$ cat src/rtl/ex_muldiv_unit_if.sv
// Handshake and result bus between the EX stage and the HI/LO multiply/divide unit.
interface ex_muldiv_unit_if #(
  parameter int WIDTH = 32
);
  logic             start;
  logic [2:0]       func;
  logic             is_sign;
  logic [WIDTH-1:0] a;
  logic [WIDTH-1:0] b;
  logic             flush;
  logic             abort;
  logic             busy;
  logic             done;
  logic             start_drop;
  logic [WIDTH-1:0] hi;
  logic [WIDTH-1:0] lo;

  modport master (
    output start, func, is_sign, a, b, flush, abort,
    input  busy, done, start_drop, hi, lo
  );

  modport slave (
    input  start, func, is_sign, a, b, flush, abort,
    output busy, done, start_drop, hi, lo
  );
endinterface

$ cat src/rtl/ex_muldiv_unit.sv
// Multi-cycle HI/LO multiply/divide unit; owns the architectural HI/LO registers.
//
// state      | meaning
// S_IDLE     | no op in flight, MTHI/MTLO write HI/LO directly
// S_MUL      | multiply/MADD/MSUB, result lands after MUL_LAT cycles
// S_DIV_PRE  | take operand magnitudes
// S_DIV_ITER | restoring divide, one quotient bit per cycle for WIDTH cycles
// S_DIV_POST | apply quotient/remainder signs, write HI/LO
module ex_muldiv_unit #(
  parameter int WIDTH   = 32,
  parameter int MUL_LAT = 3
) (
  input logic                clk,
  input logic                rst,
  ex_muldiv_unit_if.slave    md
);
  typedef enum logic [2:0] {S_IDLE, S_MUL, S_DIV_PRE, S_DIV_ITER, S_DIV_POST} state_e;

  localparam logic [2:0] F_MULT = 3'b001;
  localparam logic [2:0] F_DIV  = 3'b010;
  localparam logic [2:0] F_MTHI = 3'b011;
  localparam logic [2:0] F_MTLO = 3'b100;
  localparam logic [2:0] F_MADD = 3'b101;
  localparam logic [2:0] F_MSUB = 3'b110;

  localparam int CW = $clog2(WIDTH + MUL_LAT + 1);
  localparam logic [CW-1:0] MUL_INIT = CW'(MUL_LAT - 1);
  localparam logic [CW-1:0] DIV_INIT = CW'(WIDTH - 1);

  state_e           state_q, state_d;
  logic [CW-1:0]    cnt_q, cnt_d;
  logic [WIDTH-1:0] hi_q, hi_d, lo_q, lo_d;
  logic [WIDTH-1:0] a_q, a_d, b_q, b_d;
  logic             sign_q, sign_d;
  logic [2:0]       func_q, func_d;
  logic [WIDTH-1:0] rem_q, rem_d, quo_q, quo_d, dvs_q, dvs_d;
  logic             done_q, done_d, drop_q, drop_d;

  logic               accept, busy;
  logic [2*WIDTH-1:0] ax, bx, prod, acc, mul_res;
  logic [WIDTH-1:0]   a_mag, b_mag, q_fix, r_fix;
  logic [WIDTH:0]     rem_sh, diff;

  // Reserved func 111 behaves as NONE; abort never blocks an idle-cycle start.
  always_comb begin
    accept = md.start & ~md.flush & (state_q == S_IDLE) &
             (md.func != 3'b000) & (md.func != 3'b111);
  end

  // State register plus all datapath/result flops.
  always_ff @(posedge clk or negedge rst) begin
    if (!rst) begin
      state_q <= S_IDLE;
      cnt_q   <= '0;
      hi_q    <= '0;
      lo_q    <= '0;
      a_q     <= '0;
      b_q     <= '0;
      sign_q  <= 1'b0;
      func_q  <= '0;
      rem_q   <= '0;
      quo_q   <= '0;
      dvs_q   <= '0;
      done_q  <= 1'b0;
      drop_q  <= 1'b0;
    end else begin
      state_q <= state_d;
      cnt_q   <= cnt_d;
      hi_q    <= hi_d;
      lo_q    <= lo_d;
      a_q     <= a_d;
      b_q     <= b_d;
      sign_q  <= sign_d;
      func_q  <= func_d;
      rem_q   <= rem_d;
      quo_q   <= quo_d;
      dvs_q   <= dvs_d;
      done_q  <= done_d;
      drop_q  <= drop_d;
    end
  end

  // Next-state: abort pulls any in-flight op back to idle without a write.
  always_comb begin
    state_d = state_q;
    case (state_q)
      S_IDLE: begin
        if (accept) begin
          if (md.func == F_DIV) state_d = S_DIV_PRE;
          else if (md.func == F_MULT || md.func == F_MADD || md.func == F_MSUB) state_d = S_MUL;
        end
      end
      S_MUL:      if (md.abort || cnt_q == '0) state_d = S_IDLE;
      S_DIV_PRE:  state_d = md.abort ? S_IDLE : S_DIV_ITER;
      S_DIV_ITER: begin
        if (md.abort) state_d = S_IDLE;
        else if (cnt_q == '0) state_d = S_DIV_POST;
      end
      S_DIV_POST: state_d = S_IDLE;
      default:    state_d = S_IDLE;
    endcase
  end

  // Outputs: busy is purely state-derived, everything else comes from flops.
  always_comb begin
    busy          = (state_q != S_IDLE);
    md.busy       = busy;
    md.done       = done_q;
    md.start_drop = drop_q;
    md.hi         = hi_q;
    md.lo         = lo_q;
  end

  // Datapath: product/accumulate, restoring divide step, sign fix-up and HI/LO writes.
  always_comb begin
    ax      = sign_q ? {{WIDTH{a_q[WIDTH-1]}}, a_q} : {{WIDTH{1'b0}}, a_q};
    bx      = sign_q ? {{WIDTH{b_q[WIDTH-1]}}, b_q} : {{WIDTH{1'b0}}, b_q};
    prod    = ax * bx;
    acc     = {hi_q, lo_q};
    case (func_q)
      F_MADD:  mul_res = acc + prod;
      F_MSUB:  mul_res = acc - prod;
      default: mul_res = prod;
    endcase
    // -MIN wraps to MIN, which read unsigned is exactly |MIN|.
    a_mag   = (sign_q && a_q[WIDTH-1]) ? -a_q : a_q;
    b_mag   = (sign_q && b_q[WIDTH-1]) ? -b_q : b_q;
    rem_sh  = {rem_q, quo_q[WIDTH-1]};
    diff    = rem_sh - {1'b0, dvs_q};
    q_fix   = (sign_q && (a_q[WIDTH-1] ^ b_q[WIDTH-1])) ? -quo_q : quo_q;
    r_fix   = (sign_q && a_q[WIDTH-1]) ? -rem_q : rem_q;

    cnt_d   = cnt_q;
    hi_d    = hi_q;
    lo_d    = lo_q;
    a_d     = a_q;
    b_d     = b_q;
    sign_d  = sign_q;
    func_d  = func_q;
    rem_d   = rem_q;
    quo_d   = quo_q;
    dvs_d   = dvs_q;
    done_d  = 1'b0;
    drop_d  = md.start & ~md.flush & busy;

    case (state_q)
      S_IDLE: begin
        if (accept) begin
          a_d    = md.a;
          b_d    = md.b;
          sign_d = md.is_sign;
          func_d = md.func;
          cnt_d  = MUL_INIT;
          if (md.func == F_MTHI) hi_d = md.a;
          if (md.func == F_MTLO) lo_d = md.a;
        end
      end
      S_MUL: begin
        if (!md.abort) begin
          if (cnt_q == '0) begin
            {hi_d, lo_d} = mul_res;
            done_d       = 1'b1;
          end else begin
            cnt_d = cnt_q - CW'(1);
          end
        end
      end
      S_DIV_PRE: begin
        quo_d = a_mag;
        dvs_d = b_mag;
        rem_d = '0;
        cnt_d = DIV_INIT;
      end
      S_DIV_ITER: begin
        if (!diff[WIDTH]) begin
          rem_d = diff[WIDTH-1:0];
          quo_d = {quo_q[WIDTH-2:0], 1'b1};
        end else begin
          rem_d = rem_sh[WIDTH-1:0];
          quo_d = {quo_q[WIDTH-2:0], 1'b0};
        end
        if (cnt_q != '0) cnt_d = cnt_q - CW'(1);
      end
      S_DIV_POST: begin
        if (!md.abort) begin
          if (b_q == '0) begin
            hi_d = a_q;
            lo_d = '1;
          end else begin
            hi_d = r_fix;
            lo_d = q_fix;
          end
          done_d = 1'b1;
        end
      end
      default: ;
    endcase
  end
endmodule
$ cat src/flat_wrapper.sv
// flat-port wrapper written by rule: the top's interface ports become plain ports
module ex_muldiv_unit_flat 
#(
  parameter int WIDTH   = 32,
  parameter int MUL_LAT = 3
)
  (clk, rst, md_start, md_func, md_is_sign, md_a, md_b, md_flush, md_abort, md_busy, md_done, md_start_drop, md_hi, md_lo);
  ex_muldiv_unit_if #(.WIDTH(WIDTH)) md_i ();
  input logic clk;
  input logic rst;
  input wire logic [$bits(md_i.start)-1:0] md_start;
  input wire logic [$bits(md_i.func)-1:0] md_func;
  input wire logic [$bits(md_i.is_sign)-1:0] md_is_sign;
  input wire logic [$bits(md_i.a)-1:0] md_a;
  input wire logic [$bits(md_i.b)-1:0] md_b;
  input wire logic [$bits(md_i.flush)-1:0] md_flush;
  input wire logic [$bits(md_i.abort)-1:0] md_abort;
  output wire logic [$bits(md_i.busy)-1:0] md_busy;
  output wire logic [$bits(md_i.done)-1:0] md_done;
  output wire logic [$bits(md_i.start_drop)-1:0] md_start_drop;
  output wire logic [$bits(md_i.hi)-1:0] md_hi;
  output wire logic [$bits(md_i.lo)-1:0] md_lo;
  assign md_i.start = md_start;
  assign md_i.func = md_func;
  assign md_i.is_sign = md_is_sign;
  assign md_i.a = md_a;
  assign md_i.b = md_b;
  assign md_i.flush = md_flush;
  assign md_i.abort = md_abort;
  assign md_busy = md_i.busy;
  assign md_done = md_i.done;
  assign md_start_drop = md_i.start_drop;
  assign md_hi = md_i.hi;
  assign md_lo = md_i.lo;
  ex_muldiv_unit #(.WIDTH(WIDTH), .MUL_LAT(MUL_LAT)) u_core (.clk(clk), .rst(rst), .md(md_i));
endmodule
$ cat config.mk
export PLATFORM = sky130hd
export DESIGN_NAME = ex_muldiv_unit_flat
export DESIGN_NICKNAME = d
export VERILOG_FILES = /design/src/rtl/ex_muldiv_unit_if.sv /design/src/rtl/ex_muldiv_unit.sv /design/src/flat_wrapper.sv
export SDC_FILE = /design/constraint.sdc
export NUM_CORES = 2
export LEC_CHECK = 0
export CORE_UTILIZATION = 55
export CTS_BUF_LIST = sky130_fd_sc_hd__clkbuf_4 sky130_fd_sc_hd__clkbuf_8
export DETAILED_ROUTE_END_ITERATION = 8
export DONT_BUFFER_PORTS = 1
export HOLD_SLACK_MARGIN = 0.05
export MAX_ROUTING_LAYER = met4
export PLACE_DENSITY = 0.72
export SLEW_MARGIN = 10
export SYNTH_ARGS = -nofsm -noshare
export SYNTH_HDL_FRONTEND = slang
export SYNTH_SLANG_ARGS = --single-unit
$ cat constraint.sdc
create_clock -name clk -period 15.8 [get_ports clk]
set_input_delay 4.74 -clock clk [delete_from_list [all_inputs] [get_ports clk]]
set_output_delay 4.74 -clock clk [all_outputs]
set_load 0.005 [all_outputs]
Word level (Yosys, flattened, before mapping)
Cells that the tools add are included.

Flip-flop bits (word level): 239. Logic and storage cells: 115.

Multiply operators: 1. Reduce and logical (&&, ||, !) cells: 20. Bitwise gates (word level): 7. Multiplexer cells: 42. Equality and inequality tests: 24. $add $sub $neg: 8.

Operators by type and width (number): $mux 32 (17); $pmux 32 s3 (2); $mux 64 (2); $neg 32->32 (4); $pmux 32 s2 (2); $pmux 64 s2 (1); $add 64x64->64 (1); $mul 64x64->64 (1); $sub 64x64->64 (1); $sub 33x32->33 (1); $logic_not 32->1 (1); $mux 6 (4); $pmux 6 s4 (1); $eq 3x3->1 const B (6); $mux 3 (6); $eq 3x2->1 const B (4); $pmux 3 s4 (1); $reduce_and 6->1 (2); $ne 2x2->1 const B (5); $reduce_bool 3->1 (3); $ne 2x1->1 const B (4); $eq 3x1->1 const B (2); $logic_not 6->1 (1); $ne 3x3->1 const B (2); other kinds (17) (28).

Depth between registers and ports, before layout
Word-level depth: 7. Mapped depth: 55. Gate-level depth less buffers: 51.

Worst setup path before layout
Ideal clock, no wire load.

Kind: register -> register. From: register u_core.sign_q. To: register u_core.hi_q[31] (netlist: u_core.md.hi[31]). Buffers on the path: 7. Period minus slack after synthesis: 12.230 ns. Cell stages (with the launch flop): 46. Required time: 15.659 ns. Data arrival time: 12.088 ns. Path slack: 3.570 ns. Setup time: 0.141 ns. Cell sequence: dfrtp_1 > clkbuf_1 > and2_1 > clkbuf_1 > clkbuf_1 > clkbuf_1 > buf_1 > nand2_1 > fa_1 > inv_1 > fa_1 > fa_1 > fa_1 > fa_1 > fa_1 > fa_1 > fa_1 > fa_1 > [... 10 more ...] > and2_1 > nand4_1 > or2_1 > or3_1 > or3_1 > a21oi_1 > xor2_1 > ha_1 > clkbuf_1 > a21o_1 > a21oi_1 > and3b_1 > o211a_1 > a211oi_1 > xnor2_1 > o21a_1 > o21ai_1 > a31oi_1.

Longest elaborated chain between the ends: 7.

RTL lines: start: declaration (line ex_muldiv_unit.sv:34) `logic sign_q, sign_d;`; start signal: assignment (line ex_muldiv_unit.sv:73) `sign_q <= sign_d;`; $mux 64, on equally long branches (line ex_muldiv_unit.sv:116, ex_muldiv_unit.sv:117); $mul 64x64->64 (line ex_muldiv_unit.sv:118) `prod = ax * bx;`; $sub 64x64->64 / $add 64x64->64 (equally long branches) (line ex_muldiv_unit.sv:122, ex_muldiv_unit.sv:121); $pmux 64 s2 (line ex_muldiv_unit.sv:120) `case (func_q)`; $mux 32 (line ex_muldiv_unit.sv:160) `if (cnt_q == '0) begin`; $mux 32 (line ex_muldiv_unit.sv:159) `if (!md.abort) begin`; $pmux 32 s3 (*) (line ex_muldiv_unit.sv:146) `case (state_q)`; end signal: assignment (line ex_muldiv_unit.sv:69) `hi_q <= hi_d;`; end: declaration (line ex_muldiv_unit.sv:32) `logic [WIDTH-1:0] hi_q, hi_d, lo_q, lo_d;`.

Mark *: on every way between the ends. The rest lies on a longest branch, timed or not. The select of a mux whose other input is x is not followed. A chain may end at the register's enable or synchronous reset.

Final worst setup path
From: register u_core.a_q[9]. To: register u_core.hi_q[31] (netlist: u_core.md.hi[31]).

Longest elaborated chain between the ends: 7.

RTL lines: start: declaration (line ex_muldiv_unit.sv:33) `logic [WIDTH-1:0] a_q, a_d, b_q, b_d;`; start signal: assignment (line ex_muldiv_unit.sv:57) `a_q <= '0;`; start signal: assignment (line ex_muldiv_unit.sv:71) `a_q <= a_d;`; $mux 64 (*) (line ex_muldiv_unit.sv:116) `ax = sign_q ? {{WIDTH{a_q[WIDTH-1]}}, a_q} : {{WIDTH{1'b0}}, a_q};`; $mul 64x64->64 (*) (line ex_muldiv_unit.sv:118); $sub 64x64->64 / $add 64x64->64 (equally long branches) (line ex_muldiv_unit.sv:122, ex_muldiv_unit.sv:121); $pmux 64 s2 (*) (line ex_muldiv_unit.sv:120); $mux 32 (*) (line ex_muldiv_unit.sv:160); $mux 32 (*) (line ex_muldiv_unit.sv:159); $pmux 32 s3 (*) (line ex_muldiv_unit.sv:146).

Marked as above.

==> flow_summary.yaml <==
route:
  wl_um: 238000
  ant_nets: 0
  drc_errors: 0
  num_vias: 54500
  routed_via_density: 5.92
  first_iter_violations: 4994
  drt_first_pass_iters: 6
  wl_per_cell_um: 25.8
logic_synthesis:
  synth-xor-area-share: 0.0462
  synthAdderAreaFrac: 0.495
  synth_top_family_by_area: "adder cells"
  synth-compound-area-share: 0.0992
  synth-warning-count: 0
  synth_edf_count: 0
  synth_top_area_cell: "fa_1"
  yosysMostFrequentCell: "inv_1"
  synthArstFlopShare: 1.00
  syn_inst: 7791
  ys_seq_area_frac: 0.0875
  synth_ff_type: "dfrtp_1"
  synth_mux_area_frac: 0.00679
  synthSimpleGateAreaFrac: 0.154
  synth_nets: 9704
  yosys-top-cells-count: "inv_1 (1590), fa_1 (1435), nand2_1 (1033)"
  synth_cell_type_count: 99
  synth_area_um2: 68300
  ys_ff_latch: 239
  synth_top_area_share: 0.420
  synthTopCellsByArea: "fa_1 (42%), dfrtp_1 (8.8%), inv_1 (8.7%)"
  postSynthAreaPerCell_um2: 8.77
timing:
  tightest_slew_ps: 1280
  finalClockSkew_ps: 50.8
  slew_headroom: 0.143
  period_minus_slack_ps: 14950
  hold_violations: 0
  fin_crit_sh: 0.946
  holdWs_ps: 480
  timing.setup.tns_ps: 0
  rsz0062_at_grt: "false"
  timing.fmax_mhz: 66.9
  slew_violations: 0
  finalWorstSetupSlack_ps: 849
  finalSetupViolCount: 0
setup_path:
  path_delay_family: "adder cells"
  critPathRequiredTime_ps: 16360
  end_kind: "flip-flop"
  cp_slowest_cell: "dfrtp_1"
  cp_common_cell: "fa_1"
  arrival_ps: 15510
  crit_path_max_fanout: 20
  crit_type: "flip-flop to flip-flop"
  critPathMaxStageDelay_ps: 1180
  crit_buf_inv: 8
  cp-start-kind: "flip-flop"
cts:
  cts_resized: 0
  cts_sinks: 239
  cts-buffers-inserted: 48
  cts_tree: "done"
  htreeDepth: 2
  cts_buffer_depth: 3
  cts_root_buffer: "clkbuf_8"
  cts-hold-fix-buffers: 0
  clkTransAtPathRegs_ps: 70
  postCtsSetupBuffers: 0
  insertion_delay_ps: 720
finish:
  drive_above_1_share: 0.0394
  synthToLayoutAreaGrowth_pct: 3.68
  layout.nets: 9444
  final_cell_area_um2: 70800
  fillers: 11100
die:
  num_rows: 128
  coreArea_um2: 123000
  ioPinCount: 140
  die_x_um: 354
  fp.dieH_um: 354
  die_area_um2: 126000
  start_util: 0.558
placed_design:
  gp_congestion: 1.05
  place_ws_ps: 1310
  dp_hpwl_um: 193000
  place_area_um2: 69700
  io_buffer_count: 0
global_route:
  overflow: 0
  grt_antenna_before_repair: 16
  grt_pass1_wl_um: 363000
  grt_pass1_vias: 58800
  grt_max_degree: 240
  grt_util_all_layers: 0.399
hold_path:
  hold_class: "flip-flop to flip-flop"
status:
  status: "completed"
flow_run:
  drv_cap: 0
## layout make-up
class,instances,area [um2],area share
Inverter,1592,5980,0.0843
Tap cell,1625,2030,0.0287
Clock inverter,11,146,0.00207
Timing Repair Buffer,118,923,0.0130
Clock buffer,77,966,0.0136
Multi-Input combinational cell,5532,54800,0.773
Antenna cell,17,42.5,0.000600
Sequential cell,239,5990,0.0846
## state kept, by name, indices dropped and copies added (netlist names)
register	cells
u_core.a_q	32
u_core.b_q	32
u_core.cnt_q	6
u_core.dvs_q	32
u_core.func_q	3
u_core.md.done	1
u_core.md.hi	32
u_core.md.lo	32
u_core.md.start_drop	1
u_core.quo_q	32
u_core.rem_q	32
u_core.sign_q	1
u_core.state_q	3
## layout by cell type (no fill, tap or decap), types with 42 or more instances in the layout
master    count
xor2_1      127
o21ai_0     267
buf_4       115
and2_1      560
clkbuf_8     62
nand2b_1     42
dfrtp_1     229
a21o_1       75
fa_1       1435
nor2_1      275
xnor2_1     226
mux2i_1      43
inv_1      1589
ha_1        405
nor3_1       54
a21oi_1     355
nand2_1    1031
## logic make-up (layout without fill, tap and decap cells)
family	after synthesis	after routing
compound gates	1084	1084
xor+xnor	357	357
fa+ha+maj	1840	1840
buf+inv	2020	1798
flops	239	239
mux	46	46
other cells	0	17
simple gates	2205	2205
## metal layers
metal / vias to the layer above / part of all wire / global-route usage
li1: 23300 / - / -
met1: 28000 / 0.38 / 0.478
met2: 2563 / 0.47 / 0.633
met3: 708 / 0.089 / 0.0769
met4: 0 / 0.067 / 0.222
met5: - / 0 / -
## worst reg2reg max path: cells and delay by family (launching register included)
family                     cells  cell delay (ps)
adders and majority gates     12             5640
xor gates and xnor gates       3              900
AOI/OAI and AO/OA             18             4510
buffers and inverters          8              890
and+or+nand+nor                6             1670
DFF                            1             1180
## stage by stage
step | util | instances
2_1_floorplan | - | 7791
3_3_place_gp | 0.569 | 9106
3_5_place_dp | 0.569 | 9106
4_1_cts | 0.578 | 9194
5_1_grt | 0.578 | 9207
6_report | 0.578 | 9211
## final timing paths
kind	start	to	slack, ps	depth (start not counted)
max	u_core.a_q[9]	u_core.md.hi[31]	850	47
min reg2reg	u_core.b_q[25]	u_core.b_q[25]	480	2
max reg2reg	u_core.a_q[9]	u_core.md.hi[31]	850	47
min	u_core.b_q[25]	u_core.b_q[25]	480	2
min in group asynchronous	rst	u_core.b_q[3]	3730	0
max in group asynchronous	rst	u_core.dvs_q[29]	11460	0
Power is left out: the tool's default activity adds up to more than one toggle a clock period on the data nets, which glitch-free logic cannot reach.
